## src/rtl/pipe_pkg.sv

```systemverilog
// pipe_pkg: shared state encoding and default bundle widths for pipeline stage registers
package pipe_pkg;
  typedef enum logic [1:0] {ST_EMPTY = 2'd0, ST_ONE = 2'd1, ST_FULL = 2'd2} state_e;
  localparam int CTRL_W_DEF = 8;
  localparam int DATA_W_DEF = 122;
endpackage

```

## src/rtl/pipe_slot.sv

```systemverilog
// pipe_slot: one pipeline entry (valid, ctrl, data) with load, clear and flush
module pipe_slot #(
  parameter int CTRL_W = 8,
  parameter int DATA_W = 122,
  parameter int FLUSH_DATA = 0
) (
  input  logic              clk_i,
  input  logic              start_i,
  input  logic              flush,
  input  logic              load,
  input  logic              clear,
  input  logic [CTRL_W-1:0] ld_ctrl,
  input  logic [DATA_W-1:0] ld_data,
  output logic              valid,
  output logic [CTRL_W-1:0] ctrl,
  output logic [DATA_W-1:0] data
);
  // ctrl is zeroed whenever the entry goes invalid so an empty slot always reads as a NOP
  always_ff @(posedge clk_i)
    if (!start_i) begin
      valid <= 1'b0;
      ctrl  <= '0;
      data  <= '0;
    end else if (flush) begin
      valid <= 1'b0;
      ctrl  <= '0;
      if (FLUSH_DATA != 0) data <= '0;
    end else if (load) begin
      valid <= 1'b1;
      ctrl  <= ld_ctrl;
      data  <= ld_data;
    end else if (clear) begin
      valid <= 1'b0;
      ctrl  <= '0;
    end
endmodule

```

## src/rtl/pipe_stage_skid.sv

```systemverilog
// pipe_stage_skid: valid/ready pipeline register with optional 2-entry skid buffer and flush
module pipe_stage_skid
  import pipe_pkg::*;
#(
  parameter int CTRL_W = CTRL_W_DEF,
  parameter int DATA_W = DATA_W_DEF,
  parameter int SKID = 1,
  parameter int FLUSH_DATA = 0
) (
  input  logic              clk_i,
  input  logic              start_i,
  input  logic              flush_i,
  input  logic              in_valid_i,
  output logic              in_ready_o,
  input  logic [CTRL_W-1:0] in_ctrl_i,
  input  logic [DATA_W-1:0] in_data_i,
  output logic              out_valid_o,
  input  logic              out_ready_i,
  output logic [CTRL_W-1:0] out_ctrl_o,
  output logic [DATA_W-1:0] out_data_o,
  output logic [1:0]        count_o
);
  state_e state_q, state_d;
  logic rdy_q, acc, emit, from_skid, main_ld, main_clr;
  logic [CTRL_W-1:0] skid_ctrl;
  logic [DATA_W-1:0] skid_data;
  assign in_ready_o = (SKID != 0) ? rdy_q : start_i & (!out_valid_o | out_ready_i);
  assign acc = in_valid_i & in_ready_o;
  assign emit = out_valid_o & out_ready_i;
  assign from_skid = state_q == ST_FULL;
  assign main_ld = (state_q == ST_EMPTY & acc) | (state_q == ST_ONE & acc & emit) | (from_skid & emit);
  assign main_clr = state_q == ST_ONE & emit & !acc;
  assign count_o = state_q;
  always_comb begin
    state_d = state_q;
    if (SKID == 0)
      state_d = acc ? ST_ONE : emit ? ST_EMPTY : state_q;
    else
      state_d = state_q == ST_EMPTY ? (acc ? ST_ONE : ST_EMPTY) :
                state_q == ST_ONE   ? (acc & !emit ? ST_FULL : emit & !acc ? ST_EMPTY : ST_ONE) :
                                      (emit ? ST_ONE : ST_FULL);
  end
  // ready is registered from the next state so it never depends on out_ready_i combinationally
  always_ff @(posedge clk_i)
    if (!start_i) begin
      state_q <= ST_EMPTY;
      rdy_q   <= 1'b0;
    end else begin
      state_q <= flush_i ? ST_EMPTY : state_d;
      rdy_q   <= flush_i | (state_d != ST_FULL);
    end
  pipe_slot #(.CTRL_W(CTRL_W), .DATA_W(DATA_W), .FLUSH_DATA(FLUSH_DATA)) u_main (
    .clk_i   (clk_i),
    .start_i (start_i),
    .flush   (flush_i),
    .load    (main_ld),
    .clear   (main_clr),
    .ld_ctrl (from_skid ? skid_ctrl : in_ctrl_i),
    .ld_data (from_skid ? skid_data : in_data_i),
    .valid   (out_valid_o),
    .ctrl    (out_ctrl_o),
    .data    (out_data_o)
  );
  generate
    if (SKID != 0) begin : g_skid
      logic unused_skid_valid;
      pipe_slot #(.CTRL_W(CTRL_W), .DATA_W(DATA_W), .FLUSH_DATA(FLUSH_DATA)) u_skid (
        .clk_i   (clk_i),
        .start_i (start_i),
        .flush   (flush_i),
        .load    (state_q == ST_ONE & acc & !emit),
        .clear   (from_skid & emit),
        .ld_ctrl (in_ctrl_i),
        .ld_data (in_data_i),
        .valid   (unused_skid_valid),
        .ctrl    (skid_ctrl),
        .data    (skid_data)
      );
    end else begin : g_noskid
      assign skid_ctrl = '0;
      assign skid_data = '0;
    end
  endgenerate
  a_no_acc_full: assert property (@(posedge clk_i) disable iff (!start_i)
    !(acc && state_q == ST_FULL));
  a_stall_stable: assert property (@(posedge clk_i)
    (start_i && !flush_i && out_valid_o && !out_ready_i) |=> (!start_i || $stable({out_valid_o, out_ctrl_o, out_data_o})));
endmodule

```

## config.mk

```make
export PLATFORM = sky130hd
export DESIGN_NAME = pipe_stage_skid
export DESIGN_NICKNAME = d
export VERILOG_FILES = /design/src/rtl/pipe_pkg.sv /design/src/rtl/pipe_slot.sv /design/src/rtl/pipe_stage_skid.sv
export SDC_FILE = /design/constraint.sdc
export NUM_CORES = 1
export LEC_CHECK = 0
export CAP_MARGIN = 20
export CORE_UTILIZATION = 50
export DETAILED_ROUTE_END_ITERATION = 8
export PLACE_DENSITY = 0.83
export SYNTH_ARGS = -nofsm -noshare
export SYNTH_HDL_FRONTEND = slang
export SYNTH_SLANG_ARGS = --single-unit
```

## constraint.sdc

```tcl
create_clock -name clk_i -period 2 [get_ports clk_i]
set_input_delay 0.5 -clock clk_i [delete_from_list [all_inputs] [get_ports clk_i]]
set_output_delay 0.5 -clock clk_i [all_outputs]
set_load 0.1 [all_outputs]
```

==> run metrics, run 1 <==
mux share of post-synthesis cell area 11.7%; Register Area 0.00530 mm^2; unrepaired setup endpoints after global routing no; Core Area 0.0218 mm^2; Setup CP Type input port to flop; status finished clean; Worst-path clk slew 0.06 ns; Tmin final 1.92 ns; number of flops mapped to enable cells by yosys 0; Tightest Pin Transition 0.443 ns; top_reg_cell synth dfxtp_1; Compound-Gate Fraction of Synth Area 22.4%; Final nets 1554; drt wl/cell 17.2 um; Die H 151 um; Via density 5.57; post-synthesis sequential area ratio 47.5%; Synth area leader dfxtp_1; worst hold path stage count 2; final setup fails 0; Critical Path Max Stage Delay 0.43 ns; final setup margin 0.0773 ns; post-synthesis simple-gate area fraction 13.9%; Place WS -0.448 ns; CTS-repair resized insts 0; via count 9587; synth unique cells 27; layout cells sized above 1 16.6%; max-cap violations 0; HPWL after DPL 19300 um; first-pass GRT wire length 45700 um; vias in the first global route 8942; die area 0.0228 mm^2; Register-to-Register Path Depth 5; port buffer count 268; cts hold-fix bufs 0; Filler cells 1647; Final Power 13.4 mW; Fmax 520 MHz; VDD IR max 0.573 mV; post-synthesis adder-cell area fraction 0.113%; Slew Viols, Final 0; Worst-Skew Late Latency 0.54 ns; largest net degree at the start of global routing 72; fraction of registers with async set/reset 0%; hold crit path type input port to flop; crit end category flop; Crit Path Max Fanout 33; gpl congestion 0.849; Cell Pwr Density 876 mW/mm^2; Worst Skew 0.0140 ns; post-synthesis xor/xnor area fraction 0.0788%; relative slew slack 70.1%; Starting Density 51.0%; I/O Pins 269; Ys Warns 0; share of the synthesized area in the top cell type 47.5%; setup bufs post-CTS 0; largest family of logic cells by synthesized area compound AO/OA/AOI/OAI gates; CTS Root Cell clkbuf_16; fin crit share 96.1%; area of the multi-input gates 0.00540 mm^2; placement row count 54; CP Data Required Time 2.47 ns; startpoint type of the worst setup path input port; synthesized cell area 0.0111 mm^2; Synth Area per Inst 9.41 um^2; TritonCTS clock tree done; H-tree depth 1; Reg-to-Reg Start count_o[0]; Leakage 6.69 nW; Pre-antenna DRT Iters 5; final core occ 69.9%; routed wire length 29600 um; Num Clock Sinks 264; DRC 0; crit path max-delay cell type clkdlybuf4s50_1; syn_nets 1318; arrival time at the worst endpoint 2.39 ns; Iteration-0 DRC Markers 435; Cells after Synth 1182; crit-path cells clkdlybuf4s50_1, and2_1, a311oi_4, buf_4, buf_12, o221a_1; Hold Vio Cnt, Final 0; Synth area leaders dfxtp_1, nand2_1, o221a_1, mux2i_1, a21boi_0; antenna violations before repair 1; Inserted Clock Buffers 28; Max Root-Sink Buffers 3; HP Start start_i; CP Launch Point in_valid_i; setup TNS 0 ns; post-route ant nets 0; Total Routing Usage GR 25.0%; GRT Residual Overflow 0; area grow syn2layout 37.2%; die width 151 um; synthesis-stage register bit count 264
[cell usage after synthesis, drive strengths merged (2+ instances only)]
cell type,n
a21boi,124
a21oi,5
a22oi,8
a2bb2oi,8
and2,3
buf,44
clkbuf,68
dfxtp,264
inv,3
mux2i,130
nand2,371
nand3,2
nor2,20
o221a,122
[through the flow]
stage	cells	area (um^2)	hold slack (ns)
floorplan	1182	11100	0.434
global placement	1668	14300	0.439
detailed placement	1668	14300	0.444
CTS	1719	15200	0.318
global route	1720	15300	0.337
finish	1720	15300	0.340
[power by group]
part / total (mW) / switching (mW) / internal, mW
combinational: 2.34 / 1.56 / 0.776
clock: 5.50 / 2.08 / 3.42
sequential: 5.52 / 0.110 / 5.41
[cell usage in the layout, fill, tap and decap left out, types with 29 or more instances in the layout]
cell type / instances
clkbuf_16: 29
mux2i_1: 130
buf_4: 145
a21boi_0: 73
nand2_1: 371
o221a_1: 122
clkdlybuf4s50_1: 133
buf_12: 38
a21boi_1: 51
dfxtp_1: 260
[cell type report]
| type | count | share of cell area, % |
|---|---|---|
| timing repair buffer | 318 | 21.0 |
| inverter | 3 | 0.0902 |
| clock inverter | 7 | 0.910 |
| clock buffer | 44 | 5.59 |
| tap | 280 | 2.30 |
| antenna | 1 | 0.0164 |
| multi-input combinational | 803 | 35.4 |
| sequential | 264 | 34.7 |
[worst paths after layout]
check / to / slack, ns
setup / recovery: u_main.data[48] / 0.08
hold / removal: u_main.data[121] / 0.34
setup reg to reg: u_main.data[48] / 0.11
hold reg to reg: g_skid.u_skid.data[63] / 0.45
[cell families after synthesis]
| group | count (synthesis) |
|---|---|
| buffers and inverters | 115 |
| AO/OA/AOI/OAI | 270 |
| multiplexers | 130 |
| adder cells (fa/ha/maj) | 1 |
| AND/OR/NAND/NOR | 401 |
| XOR/XNOR | 1 |
| flip-flops | 264 |
[critical path, delay by kind of cell]
family,cells,cell delay [ns]
AO/OA/AOI/OAI,2,0.59
buffers and inverters,3,1.06
AND/OR/NAND/NOR,1,0.22
[state kept, by name, indices dropped and copies added, names as in the netlist]
register,count
u_main.valid,1
g_skid.u_skid.data,122
u_main.data,122
g_skid.u_skid.ctrl,8
u_main.ctrl,8
in_ready_o,1
count_o,2
[routing by layer]
metal	wire (um)	vias to the layer above	global-route usage, %
li1	-	4646	-
met1	12300	4531	31.6
met2	14000	338	41.4
met3	2250	72	5.69
met4	964	0	9.00
met5	0	-	0
Power figures use the tool's default switching activity.
==> run 2: changes to the inputs <==
--- a/config.mk
+++ b/config.mk
@@ -9,6 +9,7 @@
 export CORE_UTILIZATION = 50
 export DETAILED_ROUTE_END_ITERATION = 8
 export PLACE_DENSITY = 0.83
+export SLEW_MARGIN = 5
 export SYNTH_ARGS = -nofsm -noshare
 export SYNTH_HDL_FRONTEND = slang
 export SYNTH_SLANG_ARGS = --single-unit
==> results of run 2 <==
Same layout as run 1: the final DEF is identical, and so are final timing and power.
==> run 3: changes to the inputs <==
--- a/config.mk
+++ b/config.mk
@@ -8,7 +8,7 @@
 export CAP_MARGIN = 20
 export CORE_UTILIZATION = 50
 export DETAILED_ROUTE_END_ITERATION = 8
-export PLACE_DENSITY = 0.83
+export PLACE_DENSITY_LB_ADDON = 0.05
 export SLEW_MARGIN = 5
 export SYNTH_ARGS = -nofsm -noshare
 export SYNTH_HDL_FRONTEND = slang
==> run metrics, run 3 (synthesized netlist as in run 1, its figures left out) <==
Tmin final 1.88 ns (was 1.92 ns); startpoint type of the worst setup path input port (unchanged); Worst-path clk slew 0.06 ns (about the same); DRC 0 (unchanged); WL met1 13100 um (was 12300 um); Worst-Skew Late Latency 0.53 ns (was 0.54 ns); Via density 5.42 (was 5.57); unrepaired setup endpoints after global routing no (unchanged); CTS-repair resized insts 0 (unchanged); status finished clean (unchanged); Reg-to-Reg Start count_o[0] (unchanged); GRT Residual Overflow 0 (unchanged); switch share 28.6% (was 28.0%); layout cells sized above 1 16.1% (was 16.6%); CP Data Required Time 2.46 ns (was 2.47 ns); CTS Root Cell clkbuf_16 (unchanged); die area 0.0228 mm^2 (unchanged); sequential share of power 43.0% (was 41.4%); Setup CP Type input port to flop (unchanged); Leakage 6.64 nW (was 6.69 nW); CP Launch Point out_ready_i (was in_valid_i); hold crit path type input port to flop (unchanged); WL met2 13400 um (was 14000 um); WHS Endpoint u_main.data[113] (was u_main.data[121]); cts hold-fix bufs 0 (unchanged); Register-to-Register Path Depth 5 (unchanged); Starting Density 51.0% (unchanged); first-pass GRT wire length 44900 um (was 45700 um); Fmax 533 MHz (was 520 MHz); Final nets 1549 (was 1554); Slew Viols, Final 0 (unchanged); final setup fails 0 (unchanged); post-route ant nets 0 (unchanged); Pre-antenna DRT Iters 5 (unchanged); top flop regs g_skid.u_skid.data (122), u_main.data (122) (unchanged); Core Area 0.0218 mm^2 (unchanged); Inserted Clock Buffers 28 (unchanged); gpl congestion 0.809 (was 0.849); crit end category flop (unchanged); Cell Pwr Density 847 mW/mm^2 (was 876 mW/mm^2); max-cap violations 0 (unchanged); HP Start start_i (unchanged); Worst Skew 0.0115 ns (was 0.0140 ns); ANT cells 0 (was 1); Worst R2R End u_main.data[68] (was u_main.data[48]); area grow syn2layout 36.4% (was 37.2%); fin crit share 93.8% (was 96.1%); Final Power 12.9 mW (was 13.4 mW); relative slew slack 71.4% (was 70.1%); largest net degree at the start of global routing 66 (was 72); Total Routing Usage GR 24.4% (was 25.0%); Crit Path Max Fanout 35 (was 33); Iteration-0 DRC Markers 453 (was 435); setup bufs post-CTS 0 (unchanged); die width 151 um (unchanged); Num Clock Sinks 264 (unchanged); max layer used met5 (was met4); crit path max-delay cell type clkdlybuf4s50_1 (unchanged); crit-path cells clkdlybuf4s50_1, and2_1, a311oi_4, buf_4, buf_12, o221a_1 (unchanged); Max Root-Sink Buffers 3 (unchanged); H-tree depth 1 (unchanged); antenna violations before repair 1 (unchanged); combinational share of power 18.1% (was 17.5%); worst hold path stage count 2 (unchanged); vias in the first global route 8699 (was 8942); most frequent cells in the layout nand2_1, dfxtp_1, buf_4 (unchanged); I/O Pins 269 (unchanged); final core occ 69.5% (was 69.9%); Die H 151 um (unchanged); most common cell after layout, fill and taps aside nand2_1 (unchanged); P_sw 3.68 mW (was 3.75 mW); Clk network pwr share 38.9% (was 41.2%); port buffer count 268 (unchanged); Tightest Pin Transition 0.423 ns (was 0.443 ns); drt wl/cell 16.9 um (was 17.2 um); via count 9275 (was 9587); VDD IR max 0.716 mV (was 0.573 mV); Critical Path Max Stage Delay 0.46 ns (was 0.43 ns); routed wire length 28900 um (was 29600 um); metal3 WL 1950 um (was 2250 um); arrival time at the worst endpoint 2.34 ns (was 2.39 ns); internal power 9.18 mW (was 9.61 mW); internal reg-to-reg setup slack 0.15 ns (was 0.11 ns); HPWL after DPL 18500 um (was 19300 um); Hold Vio Cnt, Final 0 (unchanged); placement row count 54 (unchanged); TritonCTS clock tree done (unchanged)
==> run 3: changes by cell type in the layout (fill, tap and decap cells not counted), sizes merged <==
cell    previous run  this run
buf              185       180
bufinv             4         1
clkbuf            44        43
clkinv             3         4
diode              1         0
==> run 3: worst max-delay path by stage <==
| stage | end | slack [ns] |
|---|---|---|
| 3_3_place_gp | u_main.data[81] | -0.33 |
| 2_1_floorplan | u_main.data[100] | 0.03 |
| 5_1_grt | u_main.data[68] | 0.07 |
| 3_5_place_dp | u_main.data[57] | -0.39 |
| 6_report | u_main.data[68] | 0.12 |
| 4_1_cts | u_main.data[68] | 0.15 |
==> run 3: final cells by class <==
class	instances	area, um^2
Clock buffer	43	838
Sequential cell	264	5300
Timing Repair Buffer	313	3220
Tap cell	280	350
Fill cell	1731	6650
Clock inverter	5	50.0
Inverter	3	13.8
Multi-Input combinational cell	803	5400
==> run 3: critical path: cells and delay by family <==
family / cells / cell delay (ns)
AO/OA/AOI/OAI: 2 / 0.61
AND/OR/NAND/NOR: 1 / 0.22
buffers and inverters: 3 / 0.99
==> run 3: routing by layer <==
| layer | track usage, % | up-vias |
|---|---|---|
| met2 | 40.2 | 229 |
| met5 | 0 | - |
| met4 | 5.40 | 2 |
| met3 | 5.48 | 29 |
| met1 | 32.5 | 4391 |
| li1 | - | 4624 |
==> run 3: power groups by stage <==
stage                     Sequential [mW]  Combinational (mW)  Clock, mW
after global routing                 5.54                2.43       5.32
after CTS                            5.52                2.34       5.11
after floorplan                      6.63               0.526          0
after global placement               5.64                2.32          0
final                                5.52                2.33       5.00
after detailed placement             5.64                2.33          0
==> run 3: metrics by stage <==
step                      hold slack (ns)  TNS, ns  std cells  area, um^2  setup WS, ns
after floorplan                     0.434        0       1182       11100        0.0284
after global placement              0.439   -53.92       1663       14300        -0.327
after detailed placement            0.444   -59.58       1663       14300        -0.386
after CTS                           0.368        0       1711       15200         0.146
after global routing                0.389        0       1711       15200        0.0718
final                               0.384        0       1711       15200         0.124
